## config.mk

```make
export PLATFORM = sky130hd
export DESIGN_NAME = min_event_logger
export DESIGN_NICKNAME = d
export VERILOG_FILES = /design/src/rtl/min_event_logger.sv
export SDC_FILE = /design/constraint.sdc
export NUM_CORES = 1
export LEC_CHECK = 0
export BUFFER_PORTS_ARGS = -buffer_cell sky130_fd_sc_hd__buf_2
export CELL_PAD_IN_SITES_DETAIL_PLACEMENT = 0
export CELL_PAD_IN_SITES_GLOBAL_PLACEMENT = 1
export CORE_ASPECT_RATIO = 0.6
export CORE_MARGIN = 8
export CORE_UTILIZATION = 49
export DETAILED_ROUTE_END_ITERATION = 12
export GPL_TIMING_DRIVEN = 0
export PLACE_DENSITY_LB_ADDON = 0.1
export SLEW_MARGIN = 20
export SYNTH_ARGS = -nofsm -noshare
export SYNTH_HDL_FRONTEND = slang
export SYNTH_SLANG_ARGS = --single-unit
```

## constraint.sdc

```tcl
create_clock -name clk_i -period 4.25 [get_ports clk_i]
set_input_delay 0.2125 -clock clk_i [delete_from_list [all_inputs] [get_ports clk_i]]
set_output_delay 0.2125 -clock clk_i [all_outputs]
set_load 0.05 [all_outputs]
```

## src/rtl/min_event_logger.sv

```systemverilog
// Timestamps every change of the upstream running minimum within a start-triggered session and
// queues {value, timestamp} events in a small FIFO read out over valid/ready.
module min_event_logger #(
  parameter int unsigned TsW   = 8,
  parameter int unsigned Depth = 4,
  parameter int unsigned PtrW  = 2
) (
  input  logic              clk_i,
  input  logic              rst_ni,
  input  logic [1:0]        min_in_i,
  input  logic              start_i,
  input  logic              rd_ready_i,
  output logic              rd_valid_o,
  output logic [TsW+1:0]    rd_data_o,
  output logic [PtrW:0]     count_o,
  output logic              overflow_o,
  output logic              settled_o,
  output logic              busy_o
);

  typedef enum logic [1:0] {
    StIdle  = 2'd0,
    StTrack = 2'd1,
    StDone  = 2'd2
  } state_e;

  state_e           state_q;
  logic [TsW-1:0]   ts_q;
  logic [1:0]       prev_q;
  logic             first_q;
  logic             busy_q, settled_q;

  logic [TsW+1:0]   mem_q [Depth];
  logic [TsW+1:0]   mem_d [Depth];
  logic [PtrW-1:0]  wptr_q, wptr_d, rptr_q, rptr_d;
  logic [PtrW:0]    cnt_q, cnt_d;
  logic             ovf_q, ovf_d;
  logic [TsW+1:0]   rd_data_q, rd_data_d;

  logic evt, pop, push, full;

  assign evt  = (state_q == StTrack) && (first_q || (min_in_i != prev_q));
  assign pop  = (cnt_q != '0) && rd_ready_i;
  assign full = (cnt_q == (PtrW+1)'(Depth));
  // A full FIFO still accepts the new event when the head leaves in the same cycle.
  assign push = evt && (!full || pop);

  always_ff @(posedge clk_i or negedge rst_ni) begin
    if (!rst_ni) begin
      state_q   <= StIdle;
      ts_q      <= '0;
      prev_q    <= 2'b00;
      first_q   <= 1'b0;
      busy_q    <= 1'b0;
      settled_q <= 1'b0;
    end else begin
      unique case (state_q)
        StIdle, StDone: begin
          if (start_i) begin
            state_q   <= StTrack;
            ts_q      <= '0;
            first_q   <= 1'b1;
            busy_q    <= 1'b1;
            settled_q <= 1'b0;
          end
        end
        StTrack: begin
          prev_q  <= min_in_i;
          first_q <= 1'b0;
          if (ts_q != '1) ts_q <= ts_q + TsW'(1);
          // Zero is terminal upstream, so the session ends even if the event was dropped.
          if (evt && (min_in_i == 2'd0)) begin
            state_q   <= StDone;
            busy_q    <= 1'b0;
            settled_q <= 1'b1;
          end
        end
        default: begin
          state_q   <= StIdle;
          busy_q    <= 1'b0;
          settled_q <= 1'b0;
        end
      endcase
    end
  end

  always_comb begin
    mem_d  = mem_q;
    wptr_d = wptr_q;
    rptr_d = rptr_q;
    cnt_d  = cnt_q;
    ovf_d  = ovf_q;
    if (evt && full && !pop) ovf_d = 1'b1;
    if (push) begin
      mem_d[wptr_d] = {min_in_i, ts_q};
      wptr_d        = wptr_q + PtrW'(1);
    end
    if (pop) rptr_d = rptr_q + PtrW'(1);
    unique case ({push, pop})
      2'b10:   cnt_d = cnt_q + (PtrW+1)'(1);
      2'b01:   cnt_d = cnt_q - (PtrW+1)'(1);
      default: cnt_d = cnt_q;
    endcase
    // Head is registered so an emptied FIFO keeps presenting the last entry.
    rd_data_d = (cnt_d != '0) ? mem_d[rptr_d] : rd_data_q;
  end

  always_ff @(posedge clk_i or negedge rst_ni) begin
    if (!rst_ni) begin
      mem_q     <= '{default: '0};
      wptr_q    <= '0;
      rptr_q    <= '0;
      cnt_q     <= '0;
      ovf_q     <= 1'b0;
      rd_data_q <= '0;
    end else begin
      mem_q     <= mem_d;
      wptr_q    <= wptr_d;
      rptr_q    <= rptr_d;
      cnt_q     <= cnt_d;
      ovf_q     <= ovf_d;
      rd_data_q <= rd_data_d;
    end
  end

  assign rd_valid_o = (cnt_q != '0);
  assign rd_data_o  = rd_data_q;
  assign count_o    = cnt_q;
  assign overflow_o = ovf_q;
  assign settled_o  = settled_q;
  assign busy_o     = busy_q;

endmodule
```

Word-level counts from Yosys, hierarchy flattened
Cells that the tools add are included.
- bits in registers: 73
- bits of input ports: 6
- logic and storage cells: 77
- equality and inequality tests: 10
- add/sub/neg operators: 5
- bitwise gates (word level): 2
- muxes and demuxes: 22
- $lt $le $gt $ge: 3
- reduce and logical (&&, ||, !) cells: 20
- operator list (operator ; count):
    bitwise mux 40 bit ; 1
    2-to-1 mux 40 bit ; 1
    2-to-1 mux 10 bit ; 3
    binary-select mux 10 bit (select 2 bit) ; 1
    demux 10 bit (select 2 bit) ; 1
    2-to-1 mux 8 bit ; 2
    case mux 8 bit (2 select lines) ; 1
    adder 8 x 1 -> 8 bit, second input constant ; 1
    != test 8 bit, second input constant ; 1
    logical AND 1 bit ; 7
    >= comparator 3 bit, second input constant ; 2
    2-to-1 mux 2 bit ; 3
    NOT 2 -> 3 bit ; 2
    case mux 1 bit (2 select lines) ; 3
    case mux 3 bit (2 select lines) ; 1
    nonzero test 3 bit ; 2
    adder 2 x 1 -> 2 bit, second input constant ; 2
    == test 2 x 1 -> 1 bit, second input constant ; 2
    == test 2 bit, second input constant ; 2
    zero test 2 bit ; 2
    2-to-1 mux 1 bit ; 4
    != test 2 x 1 -> 1 bit, second input constant ; 2
    case mux 2 bit (2 select lines) ; 1
    AND reduction 2 bit ; 2
    11 further kinds ; 13

Longest topological paths before layout
- word-level depth: 10
- gate-level depth with buffers: 15
- depth with buffers taken out: 12

Worst setup path before layout
OpenSTA, ideal clock, no wires.
- path type: register to register
- start: register cnt_q[0] (netlist: count_o[0])
- end: register rd_data_q[0] (netlist: rd_data_o[0])
- cell stages (with the launch flop): 16
- buffers on the path: 3
- path slack: 0.787 ns
- setup time: 0.068 ns
- arrival time: 3.396 ns
- period minus slack after synthesis: 3.463 ns
- path through: dfrtp_1 -> or4b_1 -> o311a_1 -> buf_6 -> buf_6 -> inv_1 -> ha_1 -> inv_1 -> fa_1 -> xor2_1 -> nor2_1 -> xor2_1 -> or2_2 -> nand2b_1 -> buf_1 -> o221a_1
- RTL lines (element ; line ; source):
    start: declaration ; 36 ; logic [PtrW:0] cnt_q, cnt_d;
    start signal: assignment ; 120 ; cnt_q <= cnt_d;
    == test 3 bit or nonzero test 3 bit (tied branches) ; 44, 43 ;
    zero test 1 bit or logical AND 1 bit (tied branches) ; 46, 43 ;
    logical OR 1 bit ; 46 ; assign push = evt && (!full || pop);
    logical AND 1 bit ; 46 ;
    == test 2 x 1 -> 1 bit or == test 2 bit (tied branches) ; 99 ; unique case ({push, pop})
    case mux 3 bit (2 select lines) (*) ; 99 ;
    via cnt_d[2] ; 36 ;
    nonzero test 3 bit (*) ; 105 ; rd_data_d = (cnt_d != '0) ? mem_d[rptr_d] : rd_data_q;
    end signal: assignment ; 122 ; rd_data_q <= rd_data_d;
    end: declaration ; 38 ; logic [TsW+1:0] rd_data_q, rd_data_d;
The timed path passes the listed nets; every way through them passes the cells marked *. The select of a mux whose other input is x is not followed.
A chain may end at the register's enable or synchronous reset.

Final worst setup path
Ends and elaborated chain as after synthesis.

==> results.json <==
{
  "drc": 0,
  "end_kind": "flop",
  "grt_pass1_vias": 2372,
  "postCtsSetupBuffers": 0,
  "gp_congestion": 0.767,
  "num-nets-final": 342,
  "slew_violations": 0,
  "rsz0062_at_grt": "false",
  "grt_max_degree": 50,
  "grt_usage": 0.171,
  "synth_edf_count": 0,
  "p_switching_mw": 1.56,
  "io_pins": 23,
  "worstHoldPathType": "in -> reg",
  "swShare": 0.430,
  "syn_area_sq_mm": 0.00347,
  "synthCells": 294,
  "grt_pass1_wl_mm": 13.3,
  "cts_buffers": 9,
  "regArea_sq_mm": 0.00180,
  "slowest_stage": "or4b_1",
  "ys_async_sr_fraction": 1.00,
  "clkPwrFrac": 0.183,
  "crit_fanout": 10,
  "synth_top_flop_cell": "dfrtp_1",
  "synth_seq_area_share": 0.520,
  "comb_power_share": 0.514,
  "synth_warnings": 0,
  "top_layer": "met4",
  "final_layout_size_suffix_gt1_frac": 0.235,
  "drt-initial-drc-count": 198,
  "first_pass_iters": 4,
  "drv_cap": 0,
  "syn2layout_area_growth_pct": 14.8,
  "vias": 2426,
  "place_area_sq_mm": 0.00371,
  "tightestPinTransition_ns": 0.665,
  "multi_input_area_sq_mm": 0.00154,
  "drt-met1-wl_mm": 4.21,
  "clockBufferDepth": 2,
  "die_x_um": 125,
  "max_slew_margin": 0.557,
  "rows": 23,
  "diodes": 0,
  "nFillCells": 581,
  "p_leak_nw": 2.04,
  "cts-root-buf": "clkbuf_16",
  "htree_levels": 3,
  "p_int_mw": 2.07,
  "core_sq_mm": 0.00676,
  "dp_hpwl_mm": 5.67,
  "wl_met3_um": 439,
  "fin_setup_tns_ns": 0,
  "fmax_mhz": 270,
  "cts.repair.resized": 0,
  "setup_violations": 0,
  "ctsHoldBuffers": 1,
  "synth.distinct_cells": 38,
  "viasPerCell": 5.79,
  "dieArea_sq_mm": 0.0101,
  "syn-num-nets": 307,
  "hold_viol_final": 0,
  "final_cell_mix": "72 x dfrtp_1, 30 x mux2_2, 26 x buf_2",
  "sequentialPowerShare": 0.303,
  "ir_drop_mv": 0.645,
  "cp.arrival_ns": 3.97,
  "skew_ns": 0.00422,
  "place_ws_ns": 0.532,
  "worst_slack_ns": 0.544,
  "synth-seq-cells": 72,
  "crit_path_start_kind": "flop",
  "syn_avg_cell_area_sq_um": 11.8,
  "start_util": 0.512,
  "wl_per_cell_um": 19.1,
  "ant_nets": 0,
  "powerDensity_mw_per_mm2": 913,
  "crit_type": "reg -> reg",
  "max_stage_delay_ns": 0.58,
  "clock_sinks": 72,
  "final_util": 0.589,
  "worstPathCellList": "or4b_1, o311a_1, buf_6, buf_6, inv_1, ha_1, inv_1, fa_1, xor2_1, nor2_1, xor2_1, or2_2, nand2b_1, buf_1, o221a_1",
  "antenna_found_initial": 0,
  "drt_wl_total_mm": 8.01,
  "grt-ovfl-total": 0,
  "design_area_sq_mm": 0.00398,
  "outcome": "completed",
  "dieHeight_um": 81.1,
  "io_buffer_count": 22,
  "cts_tree": "done",
  "required_ns": 4.51,
  "period_share": 0.872,
  "clk_latency_ns": 0.33,
  "fin_crit_ns": 3.71,
  "layout_commonest_cell": "dfrtp_1",
  "clk_pin_slew_ns": 0.05,
  "dr_wl_met2_mm": 3.28
}
state kept, by name, summed over array words and instances, names as in the netlist:
signal      flops
busy_o          1
count_o         3
first_q         1
mem_q          40
overflow_o      1
prev_q          2
rd_data_o      10
rptr_q          2
state_q         2
ts_q            8
wptr_q          2
per-layer routing:
layer | track usage | up-vias
met5 | 0 | -
met4 | 0.0645 | 0
met3 | 0.0507 | 7
met2 | 0.235 | 63
met1 | 0.246 | 1208
li1 | - | 1148
critical path, delay by kind of cell (launching register included):
kind	cells	cell delay [ns]
and+or+nand+nor	4	1.11
buffers and inverters	5	0.85
adders and majority gates	2	0.53
AOI/OAI and AO/OA	2	0.45
DFF	1	0.43
xor gates and xnor gates	2	0.25
synth_stat cells (2+ instances only):
cell type  number  area, sq um
a211oi_1       20          150
a21o_1         20          150
a21oi_1         3         15.0
and3_1         22          138
buf_1           2         7.51
buf_2           5         25.0
buf_6           3         33.8
clkbuf_1        8         30.0
dfrtp_1        72         1800
ha_1            6         75.1
inv_1           7         26.3
mux2_2         30          338
nand2_1        17         63.8
nand2_4         2         22.5
nand2b_1        4         25.0
nand3_1         4         20.0
nand4_1         2         12.5
nor2_1         10         37.5
nor2b_1         3         18.8
o211ai_1       11         82.6
o21ai_0         5         25.0
o221a_1        10          113
or3_1           2         12.5
xnor2_1         5         43.8
xor2_1          8         70.1
kinds of logic (layout without fill, tap and decap cells):
family	count (synthesis)	in the layout	share of synthesized area
buf+inv	26	64	0.0365
compound gates	73	73	0.164
simple gates	72	72	0.114
mux	30	30	0.0975
xor+xnor	14	14	0.0408
fa+ha+maj	7	7	0.0274
flops	72	72	0.520
power by group through the flow:
stage          Clock [mW]  Sequential (mW)  Combinational (mW)
2_1_floorplan           0             1.31                1.16
5_1_grt             0.713             1.13                2.04
4_1_cts             0.688             1.10                1.86
6_report            0.666             1.10                1.87
3_3_place_gp            0             1.10                1.82
3_5_place_dp            0             1.11                1.85
area by class of cell:
cell class              count  share of cell area
flip-flops and latches     72               0.453
clock inverters             1             0.00126
inverters                   8             0.00754
plain buffers              18              0.0242
repair buffers             24              0.0377
clock buffers              13              0.0629
multi-input cells         196               0.386
well taps                  87              0.0273
through the flow:
stage	total power, mW	hold WS, ns	std cells
6_report	3.63	0.178	419
4_1_cts	3.65	0.159	419
5_1_grt	3.88	0.184	419
3_3_place_gp	2.92	0.449	403
3_5_place_dp	2.96	0.146	404
2_1_floorplan	2.48	-0.0831	294
final timing paths:
check | startpoint | end | slack [ns] | cells after the start
worst max-delay path | count_o[0]$_DFF_PN0_ | rd_data_o[0]$_DFFE_PN0P_ | 0.54 | 15
min in group asynchronous | rst_ni | count_o[0]$_DFF_PN0_ | 0.33 | 2
worst min register to register | overflow_o$_DFFE_PN0P_ | overflow_o$_DFFE_PN0P_ | 0.47 | 2
max in group asynchronous | rst_ni | state_q[1]$_DFFE_PN0P_ | 3.37 | 3
worst min-delay path | min_in_i[0] | prev_q[0]$_DFFE_PN0P_ | 0.18 | 3
worst max register to register | count_o[0]$_DFF_PN0_ | rd_data_o[0]$_DFFE_PN0P_ | 0.54 | 15
Power figures use the tool's default switching activity.
